## config.mk

```make
export PLATFORM = sky130hd
export DESIGN_NAME = mrv1_th_barrier
export DESIGN_NICKNAME = d
export VERILOG_FILES = /design/src/rtl/mrv1_th_barrier.sv
export SDC_FILE = /design/constraint.sdc
export NUM_CORES = 1
export LEC_CHECK = 0
export ABC_AREA = 1
export CELL_PAD_IN_SITES_DETAIL_PLACEMENT = 2
export CELL_PAD_IN_SITES_GLOBAL_PLACEMENT = 2
export CORE_ASPECT_RATIO = 0.8
export CORE_MARGIN = 2
export CORE_UTILIZATION = 28
export CTS_BUF_LIST = sky130_fd_sc_hd__clkbuf_16
export CTS_CLUSTER_DIAMETER = 30
export DETAILED_ROUTE_END_ITERATION = 7
export PLACE_DENSITY = 0.74
export SYNTH_ARGS = -nofsm -noshare
export SYNTH_HDL_FRONTEND = slang
export SYNTH_SLANG_ARGS = --single-unit
```

## constraint.sdc

```tcl
create_clock -name clk_i -period 6.1 [get_ports clk_i]
set_input_delay 1.22 -clock clk_i [delete_from_list [all_inputs] [get_ports clk_i]]
set_output_delay 1.22 -clock clk_i [all_outputs]
set_load 0.02 [all_outputs]
```

## src/rtl/mrv1_th_barrier.sv

```systemverilog
// Barrier table, thread-active mask and spawn register for the thread scheduler.
// Releases and spawns appear one cycle after their input. Arrivals are always accepted, with no backpressure.
module mrv1_th_barrier #(
    parameter int NUM_THREADS_P  = 8,
    parameter int num_barriers_p = 8,
    localparam int wid_width_lp        = $clog2(NUM_THREADS_P),
    localparam int barrier_id_width_lp = $clog2(num_barriers_p)
) (
    input  logic                           clk_i,
    input  logic                           rst_i,
    input  logic                           barrier_vld_i,
    input  logic [barrier_id_width_lp-1:0] barrier_id_i,
    input  logic [wid_width_lp-1:0]        barrier_size_m1_i,
    input  logic [wid_width_lp-1:0]        barrier_wid_i,
    input  logic                           wspawn_vld_i,
    input  logic [NUM_THREADS_P-1:0]       wspawn_wmask_i,
    input  logic [31:0]                    wspawn_pc_i,
    input  logic                           exit_vld_i,
    input  logic [wid_width_lp-1:0]        exit_wid_i,
    output logic [NUM_THREADS_P-1:0]       th_active_mask_o,
    output logic [NUM_THREADS_P-1:0]       th_stall_mask_o,
    output logic                           release_vld_o,
    output logic [NUM_THREADS_P-1:0]       release_mask_o,
    output logic                           spawn_vld_o,
    output logic [NUM_THREADS_P-1:0]       spawn_mask_o,
    output logic [31:0]                    spawn_pc_o,
    output logic                           err_o
);

    logic                     ent_vld  [num_barriers_p];
    logic [wid_width_lp-1:0]  ent_size [num_barriers_p];
    logic [wid_width_lp-1:0]  ent_cnt  [num_barriers_p];
    logic [NUM_THREADS_P-1:0] ent_mask [num_barriers_p];

    logic                     sel_vld;
    logic [wid_width_lp-1:0]  sel_size;
    logic [wid_width_lp-1:0]  sel_cnt;
    logic [NUM_THREADS_P-1:0] sel_mask;
    logic [wid_width_lp-1:0]  eff_size;
    logic [NUM_THREADS_P-1:0] arr_bit;
    logic [NUM_THREADS_P-1:0] exit_bit;
    logic                     arr_bad;
    logic                     arr_ok;
    logic                     arr_fill;
    logic                     arr_wait;
    logic                     exit_bad;

    assign sel_vld  = ent_vld[barrier_id_i];
    assign sel_size = ent_size[barrier_id_i];
    assign sel_cnt  = ent_cnt[barrier_id_i];
    assign sel_mask = ent_mask[barrier_id_i];
    assign eff_size = sel_vld ? sel_size : barrier_size_m1_i;
    assign arr_bit  = NUM_THREADS_P'(1) << barrier_wid_i;
    assign exit_bit = NUM_THREADS_P'(1) << exit_wid_i;

    // A rejected arrival leaves the entry untouched; only the sticky error records it.
    assign arr_bad  = (|(sel_mask & arr_bit))
                    || (sel_vld && (barrier_size_m1_i != sel_size))
                    || !th_active_mask_o[barrier_wid_i];
    assign arr_ok   = barrier_vld_i && !arr_bad;
    assign arr_fill = arr_ok && (sel_cnt == eff_size);
    assign arr_wait = arr_ok && (sel_cnt != eff_size);
    assign exit_bad = exit_vld_i && (|(th_stall_mask_o & exit_bit));

    always_comb begin
        th_stall_mask_o = '0;
        for (int i = 0; i < num_barriers_p; i++) begin
            if (ent_vld[i]) begin
                th_stall_mask_o = th_stall_mask_o | ent_mask[i];
            end
        end
    end

    always_ff @(posedge clk_i or posedge rst_i) begin
        if (rst_i) begin
            for (int i = 0; i < num_barriers_p; i++) begin
                ent_vld[i]  <= 1'b0;
                ent_size[i] <= '0;
                ent_cnt[i]  <= '0;
                ent_mask[i] <= '0;
            end
        end else if (arr_fill) begin
            ent_vld[barrier_id_i]  <= 1'b0;
            ent_size[barrier_id_i] <= '0;
            ent_cnt[barrier_id_i]  <= '0;
            ent_mask[barrier_id_i] <= '0;
        end else if (arr_wait) begin
            ent_vld[barrier_id_i]  <= 1'b1;
            ent_size[barrier_id_i] <= eff_size;
            ent_cnt[barrier_id_i]  <= sel_cnt + wid_width_lp'(1);
            ent_mask[barrier_id_i] <= sel_mask | arr_bit;
        end
    end

    always_ff @(posedge clk_i or posedge rst_i) begin
        if (rst_i) begin
            th_active_mask_o <= NUM_THREADS_P'(1);
            release_vld_o    <= 1'b0;
            release_mask_o   <= '0;
            spawn_vld_o      <= 1'b0;
            spawn_mask_o     <= '0;
            spawn_pc_o       <= '0;
            err_o            <= 1'b0;
        end else begin
            // Spawn is OR-ed in after the exit clear so it wins on a same-thread collision.
            th_active_mask_o <= (th_active_mask_o & ~(exit_vld_i ? exit_bit : '0))
                              | (wspawn_vld_i ? wspawn_wmask_i : '0);
            release_vld_o    <= arr_fill;
            release_mask_o   <= arr_fill ? (sel_mask | arr_bit) : '0;
            spawn_vld_o      <= wspawn_vld_i;
            spawn_mask_o     <= wspawn_wmask_i;
            spawn_pc_o       <= wspawn_pc_i;
            err_o            <= err_o | (barrier_vld_i && arr_bad) | exit_bad;
        end
    end

endmodule

```

==> flow_summary_export.csv <==
group,metric,value,unit
place,pre_cts_ws,782,ps
finish,antenna_cells,0,
routing,antenna_violating_nets_post_route,0,
clocking,cts_tree,"built",
clocking,cts-resized-gates,0,
synthesis,synth_top_area_share,0.438,
floorplanning,die_width,217,microns
synthesis,synth_edf_count,0,
setup_path,rr_worst_depth,17,
setup_path,cp_max_fo,18,
synthesis,yosys_warnings,0,
synthesis,synth_simple_gate_area_frac,0.382,
worst_hold_path,worst_hold_path_type,"reg -> reg",
routing,drt_iter0_drc,637,
floorplanning,core,0.0358,sq mm
power_and_ir_drop,p_leak,5.73,nW
finish,nFillCells,4284,
worst_hold_path,hold_path_end,"err_o",
clocking,clk_pin_slew,70,ps
floorplanning,initial_utilization,0.283,
run_status,status,"finished, final reports clean",
synthesis,synth-adder-area-share,0.00123,
floorplanning,die_area,0.0378,sq mm
synthesis,syn_area_per_cell,6.94,sq um
timing,final-setup-viol-count,0,
synthesis,synth_area,0.0102,sq mm
place,gp_congestion,0.862,
clocking,cts_sinks,179,
finish,fin_nets,1617,
setup_path,critical_path_class,"in -> reg",
setup_path,regToRegSetupSlack,2600,ps
global_routing,grtUsageTotal,0.250,
clocking,cts_buffers,17,
timing,finalCritPeriodShare,0.790,
synthesis,yosysSeqAreaShare,0.441,
timing,worst_pin_slew,1120,ps
setup_path,cp-end-kind,"register",
synthesis,synth.area.top_cells,"dfrtp_1 44%, nand2_1 26%, nand3_1 8.4%, inv_1 3.7%, o21ai_0 3.5%",
timing,finClkSkew,16.8,ps
synthesis,synthMuxAreaShare,0,
clocking,cts_hold_buffers,0,
synthesis,synth_most_common_cell,"nand2_1",
floorplanning,rows,62,
setup_path,cp-start-kind,"input port",
setup_path,crit_chain,"clkdlybuf4s50_1 > nor2_1 > nand3_1 > nand2_1 > nor2_1 > nand2_1 > nand2_1 > nand2_1 > nand2_1 > nand3_4 > inv_2 > o21ai_1 > nand2_1 > nand3_1",
routing,vias,10522,
synthesis,synthCells,1464,
power_and_ir_drop,total_power,5.44,mW
global_routing,grt_pass1_wl,71200,microns
synthesis,ys.flop_type,"dfrtp_1",
routing,wl_per_cell,22.3,microns
clocking,clock_latency,480,ps
synthesis,synth_common_cells,"691 x nand2_1, 178 x dfrtp_1, 170 x nand3_1, 101 x inv_1, 71 x o21ai_0",
synthesis,synth-seq-cells,179,
floorplanning,pin_count,124,
clocking,cts-htree-levels,4,
power_and_ir_drop,powerDensity,440,mW/mm^2
place,dp.final_hpwl,33800,microns
setup_path,cp.required,6510,ps
global_routing,grt_antenna_before_repair,2,
clocking,ctsLongestPathBuffers,2,
routing,remaining_drc_errors,0,
routing,wl,45900,microns
floorplanning,die_h,174,microns
synthesis,synth_compound_area_frac,0.0943,
timing,timing_hold_violations_final,0,
synthesis,yosys.area.top_type,"dfrtp_1",
setup_path,crit_top_cell,"nand2_1",
synthesis,ys_types,35,
place,io_buffers,123,
finish,syn_to_final_growth,21.8,%
routing,viasPerCell,5.13,
worst_hold_path,whs_path_depth,2,
global_routing,grt_pass1_vias,11265,
timing,max_freq,207,MHz
flow_run,drv_cap,0,
setup_path,crit_arrival,5240,ps
synthesis,synth_top_family_by_area,"simple AND/OR/NAND/NOR gates",
routing,firstDrtPassIters,5,
timing,relSlewSlack,0.250,
clocking,cts_setup_buffers,0,
timing,setup_slack,1280,ps
synthesis,async_flop_share,1.00,
global_routing,overflow,0,
power_and_ir_drop,vdd.ir_drop.worst,189,uV
global_routing,grt_max_degree,119,
synthesis,synth_xor_area_frac,0.000862,
timing,period_needed,4820,ps
setup_path,max_stage_delay,890,ps
worst_hold_path,min_from,"err_o",
timing,tns,0,ps
setup_path,slowest_stage,"o21ai_1",
timing,rsz0062_at_grt,"false",
clocking,clockRootBuffer,"clkbuf_16",
finish,drive_gt1_frac,0.0560,
timing,maxSlewViolCount,0,
synthesis,syn-num-nets,1522,
setup_path,r2r_end,"ent_cnt[14]",
sequential cells by signal (all words and copies together), names as in the netlist, named ones only:
register          flops
ent_mask             64
err_o                 1
ent_cnt              24
spawn_vld_o           1
ent_size             24
spawn_mask_o          8
th_active_mask_o      8
release_vld_o         1
spawn_pc_o           32
release_mask_o        8
cells in the final DEF (no fill, tap or decap), types with 2 or more instances in the layout:
cell,netlist,routed
bufinv_16,0,3
a221oi_1,4,4
nor2_2,11,10
nand2_1,691,691
inv_6,0,2
clkinv_4,0,2
a22o_1,8,8
nand3_1,170,170
nand3_4,2,2
inv_1,101,100
inv_2,6,6
a211oi_1,2,2
o2111ai_1,2,2
clkbuf_16,0,17
buf_12,0,3
nor2_4,1,2
nor2_1,54,54
o21ai_0,71,71
clkdlybuf4s50_1,0,122
o21ai_2,4,4
nand2_2,3,3
nor3_1,9,9
clkinv_1,1,4
dfrtp_1,178,178
clkinv_2,0,4
buf_4,5,18
a21oi_4,7,7
o22ai_1,9,9
nand4_1,8,8
a21oi_1,13,13
o21ai_1,34,34
routing by layer:
| metal | part of all wire | GRT usage | up-vias | wire, microns |
|---|---|---|---|---|
| li1 | - | - | 4835 | - |
| met1 | 0.48 | 0.357 | 5419 | 22000 |
| met2 | 0.45 | 0.378 | 220 | 20600 |
| met3 | 0.055 | 0.0577 | 44 | 2540 |
| met4 | 0.015 | 0.0671 | 4 | 684 |
| met5 | 0.00024 | 0 | - | 11 |
worst max path at each step:
stage / cells after the start / slack, ps / start / end
after CTS: 14 / 1300 / barrier_id_i[2] / ent_mask[32]
final: 14 / 1280 / barrier_id_i[2] / ent_size[22]
after detailed placement: 14 / 780 / barrier_id_i[2] / ent_size[22]
after global placement: 14 / 810 / barrier_id_i[2] / ent_cnt[13]
after global routing: 14 / 890 / barrier_id_i[2] / ent_mask[32]
after floorplan: 1 / 20 / rst_i / async pin
metrics by stage:
step | hold slack (ps) | instances | area [sq um] | util
after floorplan | 453 | 1464 | 10200 | -
after CTS | 481 | 2052 | 12400 | 0.345
final | 476 | 2052 | 12400 | 0.345
after detailed placement | 464 | 2020 | 11800 | 0.329
after global routing | 500 | 2052 | 12400 | 0.345
after global placement | 463 | 2020 | 11800 | 0.329
cells by family after synthesis:
kind of cell / after synthesis
simple gates: 950
flops: 179
buf+inv: 176
compound gates: 157
xor+xnor: 1
fa+ha+maj: 1
critical path, delay by kind of cell:
family | cells | cell delay [ps]
buf+inv | 2 | 940
simple gates | 11 | 2140
compound gates | 1 | 890
area by class of cell:
class,count,area (sq um),share of cell area
Inverter,108,413,0.0334
Clock buffer,17,425,0.0344
Timing Repair Buffer,144,1420,0.115
Multi-Input combinational cell,1109,4870,0.393
Sequential cell,179,4480,0.362
Tap cell,480,601,0.0485
Clock inverter,15,164,0.0132
power by group:
group	switching, mW	leakage, nW	internal (mW)
Sequential	0.391	2.28	1.54
Combinational	1.61	3.16	0.703
Clock	0.546	0.290	0.641
Power figures use the tool's default switching activity.
